`src/rtl/multicycle_core.sv`:
```
// Multicycle MIPS-style core: FETCH/DECODE/EXEC/MEM/WB/HALT over internal regfile and data memory.
// Latency from instr_valid to next fetch: ALU 3, LW 4, SW 3, branch/jump/DISP 2; stalls in FETCH until instr_valid.
module multicycle_core #(
  parameter int DATA_W  = 8,
  parameter int PC_W    = 8,
  parameter int DMEM_AW = 6,
  parameter int MAX_PC  = 11
) (
  input  logic                clk,
  input  logic                rst_n,
  input  logic [31:0]         instr,
  input  logic                instr_valid,
  output logic                instr_req,
  output logic [PC_W-1:0]     pc,
  output logic                done,
  output logic                display_valid,
  output logic [2*DATA_W-1:0] display_value
);

  typedef enum logic [2:0] {
    S_FETCH, S_DECODE, S_EXEC, S_MEM, S_WB, S_HALT
  } state_t;

  localparam logic [5:0] OP_RTYPE = 6'h00;
  localparam logic [5:0] OP_J     = 6'h02;
  localparam logic [5:0] OP_BEQ   = 6'h04;
  localparam logic [5:0] OP_BNE   = 6'h05;
  localparam logic [5:0] OP_ADDI  = 6'h08;
  localparam logic [5:0] OP_LW    = 6'h23;
  localparam logic [5:0] OP_SW    = 6'h2B;
  localparam logic [5:0] OP_HALT  = 6'h3E;
  localparam logic [5:0] OP_DISP  = 6'h3F;

  localparam logic [5:0] FN_SLL = 6'h00;
  localparam logic [5:0] FN_SRL = 6'h02;
  localparam logic [5:0] FN_ADD = 6'h20;
  localparam logic [5:0] FN_SUB = 6'h22;
  localparam logic [5:0] FN_AND = 6'h24;
  localparam logic [5:0] FN_OR  = 6'h25;
  localparam logic [5:0] FN_SLT = 6'h2A;

  localparam int          DMEM_D   = 2**DMEM_AW;
  localparam logic [PC_W-1:0] MAX_PC_L = PC_W'(MAX_PC);

  state_t                 state_q, state_d;
  logic [PC_W-1:0]        pc_q, pc_d;
  logic [31:0]            ir_q, ir_d;
  logic [DATA_W-1:0]      a_q, a_d;
  logic [DATA_W-1:0]      b_q, b_d;
  logic [DATA_W-1:0]      alu_q, alu_d;
  logic [DMEM_AW-1:0]     addr_q, addr_d;
  logic [DATA_W-1:0]      mdr_q, mdr_d;
  logic [2*DATA_W-1:0]    disp_q, disp_d;
  logic                   done_q, done_d;
  logic                   run_q, run_d;
  logic [DATA_W-1:0]      rf_q [32];
  logic [DATA_W-1:0]      rf_d [32];
  logic [DATA_W-1:0]      mem_q [DMEM_D];
  logic [DATA_W-1:0]      mem_d [DMEM_D];

  logic [5:0]             op, funct;
  logic [4:0]             rs, rt, rd, shamt;
  logic signed [15:0]     imm_s;
  logic [DATA_W-1:0]      imm_data, rs_val;
  logic [PC_W-1:0]        imm_pc, pc_plus1;
  logic [DMEM_AW-1:0]     imm_addr;
  logic [4:0]             wb_dest;
  logic [DATA_W-1:0]      wb_data;

  assign op       = ir_q[31:26];
  assign rs       = ir_q[25:21];
  assign rt       = ir_q[20:16];
  assign rd       = ir_q[15:11];
  assign shamt    = ir_q[10:6];
  assign funct    = ir_q[5:0];
  assign imm_s    = ir_q[15:0];
  // Sized casts of a signed value sign-extend or truncate as needed.
  assign imm_data = DATA_W'(imm_s);
  assign imm_pc   = PC_W'(imm_s);
  assign imm_addr = DMEM_AW'(imm_s);
  assign pc_plus1 = pc_q + PC_W'(1);
  assign rs_val   = rf_q[rs];
  assign wb_dest  = (op == OP_RTYPE) ? rd : rt;
  assign wb_data  = (op == OP_LW) ? mdr_q : alu_q;

  always_comb begin
    state_d       = state_q;
    pc_d          = pc_q;
    ir_d          = ir_q;
    a_d           = a_q;
    b_d           = b_q;
    alu_d         = alu_q;
    addr_d        = addr_q;
    mdr_d         = mdr_q;
    disp_d        = disp_q;
    run_d         = 1'b1;
    done_d        = done_q | (state_q == S_HALT);
    rf_d          = rf_q;
    mem_d         = mem_q;
    instr_req     = 1'b0;
    display_valid = 1'b0;

    case (state_q)
      S_FETCH: begin
        // run_q holds off the request for the first cycle after reset release.
        instr_req = run_q;
        if (run_q) begin
          if (pc_q > MAX_PC_L) begin
            state_d = S_HALT;
          end else if (instr_valid) begin
            ir_d    = instr;
            state_d = S_DECODE;
          end
        end
      end
      S_DECODE: begin
        a_d     = rs_val;
        b_d     = rf_q[rt];
        if (op == OP_DISP) disp_d = {{DATA_W{rs_val[DATA_W-1]}}, rs_val};
        state_d = S_EXEC;
      end
      S_EXEC: begin
        pc_d    = pc_plus1;
        state_d = S_FETCH;
        case (op)
          OP_RTYPE: begin
            state_d = S_WB;
            pc_d    = pc_q;
            case (funct)
              FN_ADD:  alu_d = a_q + b_q;
              FN_SUB:  alu_d = a_q - b_q;
              FN_AND:  alu_d = a_q & b_q;
              FN_OR:   alu_d = a_q | b_q;
              FN_SLT:  alu_d = {{(DATA_W-1){1'b0}}, ($signed(a_q) < $signed(b_q))};
              FN_SLL:  alu_d = b_q << shamt;
              FN_SRL:  alu_d = b_q >> shamt;
              default: begin
                state_d = S_FETCH;
                pc_d    = pc_plus1;
              end
            endcase
          end
          OP_ADDI: begin
            alu_d   = a_q + imm_data;
            pc_d    = pc_q;
            state_d = S_WB;
          end
          OP_LW, OP_SW: begin
            addr_d  = DMEM_AW'(a_q) + imm_addr;
            pc_d    = pc_q;
            state_d = S_MEM;
          end
          OP_BEQ:  if (a_q == b_q) pc_d = pc_plus1 + imm_pc;
          OP_BNE:  if (a_q != b_q) pc_d = pc_plus1 + imm_pc;
          OP_J:    pc_d = ir_q[PC_W-1:0];
          OP_DISP: display_valid = 1'b1;
          OP_HALT: begin
            pc_d    = pc_q;
            state_d = S_HALT;
          end
          default: ;
        endcase
      end
      S_MEM: begin
        if (op == OP_SW) begin
          mem_d[addr_q] = b_q;
          pc_d          = pc_plus1;
          state_d       = S_FETCH;
        end else begin
          mdr_d   = mem_q[addr_q];
          state_d = S_WB;
        end
      end
      S_WB: begin
        if (wb_dest != 5'd0) rf_d[wb_dest] = wb_data;
        pc_d    = pc_plus1;
        state_d = S_FETCH;
      end
      S_HALT: ;
      default: state_d = S_FETCH;
    endcase
  end

  always_ff @(posedge clk or negedge rst_n) begin
    if (!rst_n) begin
      state_q <= S_FETCH;
      pc_q    <= '0;
      ir_q    <= '0;
      a_q     <= '0;
      b_q     <= '0;
      alu_q   <= '0;
      addr_q  <= '0;
      mdr_q   <= '0;
      disp_q  <= '0;
      done_q  <= 1'b0;
      run_q   <= 1'b0;
      rf_q    <= '{default: '0};
      mem_q   <= '{default: '0};
    end else begin
      state_q <= state_d;
      pc_q    <= pc_d;
      ir_q    <= ir_d;
      a_q     <= a_d;
      b_q     <= b_d;
      alu_q   <= alu_d;
      addr_q  <= addr_d;
      mdr_q   <= mdr_d;
      disp_q  <= disp_d;
      done_q  <= done_d;
      run_q   <= run_d;
      rf_q    <= rf_d;
      mem_q   <= mem_d;
    end
  end

  assign pc            = pc_q;
  assign done          = done_q;
  assign display_value = disp_q;

endmodule
```
`config.mk`:
```
export PLATFORM = sky130hd
export DESIGN_NAME = multicycle_core
export DESIGN_NICKNAME = d
export VERILOG_FILES = /design/src/rtl/multicycle_core.sv
export SDC_FILE = /design/constraint.sdc
export NUM_CORES = 2
export LEC_CHECK = 0
export ABC_AREA = 0
export BUFFER_PORTS_ARGS = -buffer_cell sky130_fd_sc_hd__buf_2
export CORE_UTILIZATION = 38
export CTS_BUF_LIST = sky130_fd_sc_hd__clkbuf_8 sky130_fd_sc_hd__clkbuf_16
export DETAILED_ROUTE_END_ITERATION = 6
export GPL_TIMING_DRIVEN = 0
export SLEW_MARGIN = 10
export SYNTH_ARGS = -nofsm -noshare
export SYNTH_HDL_FRONTEND = slang
export SYNTH_SLANG_ARGS = --single-unit
```
`constraint.sdc`:
```
create_clock -name clk -period 3.8 [get_ports clk]
set_input_delay 0.38 -clock clk [delete_from_list [all_inputs] [get_ports clk]]
set_output_delay 0.38 -clock clk [all_outputs]
set_load 0.005 [all_outputs]
```
==> metrics.csv <==
stage,metric,value,unit
synthesis,Netlist cell types,79,
route,number of DRC markers in iteration 0,3839,
setup_path,Worst Path Max Fanout,10,
floorplan,number of placement rows,122,
timing,period utilization,101.5,%
route,vias,32440,
timing,Clock Skew,29.10,ps
setup_path,Arrival @ worst endpoint,4370,ps
placement,Inst Count DP,5218,
run_status,violated checks,negative setup slack,
min_path,worst hold start,instr_valid,
global_route,first-pass GRT wire length,226.0,mm
pwr,total net switching power,0.01389,W
clock_tree,clock buffer count from CTS,92,
layout,final layout net count,3939,
timing,setup ws final,-56.72,ps
min_path,worst hold path type,input pin to register,
synthesis,register area share after synthesis,50.06,%
clock_tree,CTS tree,done,
run,MaxCap Viol Count,0,
synthesis,Synthesized Nets,3740,
floorplan,Die H,338.2,um
min_path,sink of the worst hold path,ir_q[31],
floorplan,die width,338.2,um
route,"antenna viol nets, final",0,
synthesis,synthesized cell area,42940,um^2
clock_tree,clk root buf,clkbuf_16,
synthesis,synth warn,0,
timing,Final Hold Fails,0,
placement,dpl hpwl,107.2,mm
pwr,Pwr per Cell Area,697.8,nW/um^2
synthesis,Async SR Flop Fraction,100.0,%
pwr,Switching Share,40.60,%
pwr,leakage,21.74,nW
route,router iterations before antenna repair,6,
min_path,hold path depth,3,
layout,Area Growth Syn to Fin,14.20,%
global_route,vias in the first global route,31940,
synthesis,predominant post-synthesis flop cell,dfrtp_1,
pwr,Sequential Power Share,32.9,%
placement,IO Port Bufs,61,
timing,RSZ-0062 raised after global routing,false,
pwr,Final Total Pwr,0.03422,W
clock_tree,Worst-path clk slew,60,ps
floorplan,Initial Util,38.59,%
synthesis,Post-synth EDFFs,0,
setup_path,crit path cell chain,clkbuf_1 -> buf_2 -> clkbuf_2 -> clkbuf_1 -> o221ai_1 -> a22o_1 -> nor4_2 -> o21ai_0,
timing,Hold WS,196.4,ps
floorplan,core area,111300,um^2
timing,Max Clock Freq,259.3,MHz
pwr,Max VDD drop,536.7,uV
setup_path,Critical R2R Capture,mdr_q[6],
setup_path,Setup crit end kind,register,
route,drt wl/cell,28.16,um
clock_tree,H-Tree Depth,3,
setup_path,worst reg-to-reg path cell count,8,
route,DRC,0,
run_status,status,"complete, but fails checks",
setup_path,Setup CP Type,register to register,
floorplan,I/O pins,62,
layout,post-route insts no fill,5422,
setup_path,Critical-path top delay cell,clkbuf_1,
synthesis,register bit count reported by yosys,859,
synthesis,mean post-synth cell area,11.73,um^2
clock_tree,worst skew pair latency,680,ps
timing,Tmin final,3857,ps
setup_path,CP Launch Type,register,
clock_tree,clock tree buffer depth,3,
timing,Slew Limit Headroom,9.555,%
floorplan,Die ar.,114400,um^2
timing,Final setup viols,13,
setup_path,Required @ worst endpoint,4320,ps
timing,worst-margin pin slew,1357,ps
pwr,Comb power frac,39.3,%
placement,routability congestion estimate from global placement,0.9914,
placement,Setup WS pre-CTS,-863.1,ps
synthesis,cells after synthesis,3661,
global_route,GRT Residual Overflow,0,
timing,pins over their slew limit,0,
pwr,Internal,0.02033,W
layout,share of cells above drive strength 1,26.57,%
setup_path,RR Startpoint,addr_q[2],
clock_tree,clk sink count,859,
route,vias per inst,5.983,
setup_path,CP most frequent cell,clkbuf_1,
setup_path,reg2reg setup slack,-60,ps
global_route,GRT Resource Usage Total,26.64,%
pwr,Clk pwr share,27.8,%
global_route,initial antenna violation count,2,
setup_path,slowest cell delay on critical path,740,ps
global_route,largest net degree at the start of global routing,107,
route,DRT Wirelength,152.7,mm
==> layout make-up <==
class | instances | area, um^2
fill | 10460 | 62240
sequential | 859 | 21500
multi-input combinational | 2455 | 20080
clock buffer | 108 | 2522
tap | 1488 | 1862
buffer | 304 | 1365
timing repair buffer | 105 | 900.9
clock inverter | 59 | 634.4
inverter | 43 | 172.7
antenna | 1 | 2.502
==> cell families (layout without fill, tap and decap cells) <==
| family | Yosys count | count (layout) | synth area share (%) |
|---|---|---|---|
| flops | 859 | 859 | 50.06 |
| simple gates | 854 | 854 | 9.079 |
| compound gates | 808 | 808 | 10.96 |
| mux | 720 | 720 | 24.64 |
| buf+inv | 347 | 619 | 3.333 |
| fa+ha+maj | 44 | 44 | 1.352 |
| xor+xnor | 28 | 28 | 0.5711 |
| other cells | 1 | 2 | 0.008733 |
==> per-stage QoR <==
stage / setup TNS [ps] / util (%) / instance area [um^2]
global route: 0 / 44.07 / 49040
global placement: - / 40.54 / 45110
finish: -235.7 / 44.07 / 49040
CTS: 0 / 44.00 / 48960
floorplan: 0 / - / 42940
detailed placement: -11890 / 40.75 / 45350
==> worst max-delay path: cells and delay by family (launching register included) <==
| family | cells | cell delay, ps |
|---|---|---|
| AO/OA/AOI/OAI | 3 | 960 |
| buffers and inverters | 4 | 1950 |
| flip-flops | 1 | 330 |
| AND/OR/NAND/NOR | 1 | 440 |
==> synth_stat cells (22+ instances only) <==
library cell / count / area (um^2)
nand2_1: 439 / 1648
nor2_2: 35 / 219.0
dfrtp_1: 859 / 21500
buf_2: 57 / 285.3
a22oi_1: 33 / 247.7
mux2i_1: 75 / 750.7
a221oi_1: 59 / 516.8
nor2_1: 216 / 810.8
o21ai_0: 388 / 1942
mux4_2: 228 / 5135
clkbuf_1: 211 / 792.0
inv_1: 43 / 161.4
ha_1: 40 / 500.5
nor2b_1: 23 / 143.9
a21oi_1: 206 / 1031
o22ai_1: 22 / 137.6
mux2_2: 416 / 4684
==> routing by layer <==
layer  track usage, %  up-vias  routed length [um]
li1                 -    13710                   -
met1            36.12    16790               62560
met2            41.05     1541               69720
met3            4.987      402               12230
met4            13.02        2                8147
met5                0        -                  11
==> cells in the final DEF (no fill, tap or decap), types with 14 or more instances in the layout <==
cell type and n:
mux4_2 228, nand2_1 439, buf_4 30, mux2i_1 73, nand2b_1 19, nor2_2 35
o21ai_0 387, clkbuf_16 92, clkbuf_1 188, nor2_1 216, clkinv_2 14, xnor2_1 20
o22ai_1 22, mux2_2 416, nor2b_1 23, inv_1 55, buf_1 16, clkbuf_8 16
a21oi_1 205, a22oi_1 33, dlygate4sd3_1 33, nand3_1 16, dfrtp_1 859, buf_2 109
nor3_1 20, ha_1 40, a221oi_1 59
==> worst max-delay path by stage <==
stage	from	end	slack (ps)
after global placement	rst_n	rf_q[193]	-16710
after detailed placement	addr_q[2]	mdr_q[7]	-860
after floorplan	b_q[6]	pc[3]	930
after CTS	b_q[7]	pc[6]	5
after global routing	addr_q[2]	mdr_q[2]	2
final	addr_q[2]	mdr_q[6]	-60
==> flip-flops by register name, indices dropped and copies added (netlist names) <==
register and flops:
ir_q 32, b_q 8, a_q 8, done 1, display_value 8, rf_q 256, pc 8, mem_q 512
state_q 3, run_q 1, alu_q 8, mdr_q 8, addr_q 6
==> power by group through the flow <==
stage | clock network, W | registers [W] | logic (W)
floorplan | 0 | 0.0110 | 0.00813
global placement | 0 | 0.0113 | 0.0129
detailed placement | 0 | 0.0114 | 0.0130
CTS | 0.00958 | 0.0112 | 0.0132
global route | 0.00996 | 0.0114 | 0.0141
finish | 0.00952 | 0.0112 | 0.0135
==> what timing repair did <==
action                                  CTS  global route
cloned                                    0             0
pin swaps                                 0             1
setup buffers                             1             2
endpoints found under the setup margin   38            39
endpoints found under the hold margin   117             0
resized for setup                        61            21
hold buffers                             33             0
(Power assumes the default switching activity.)
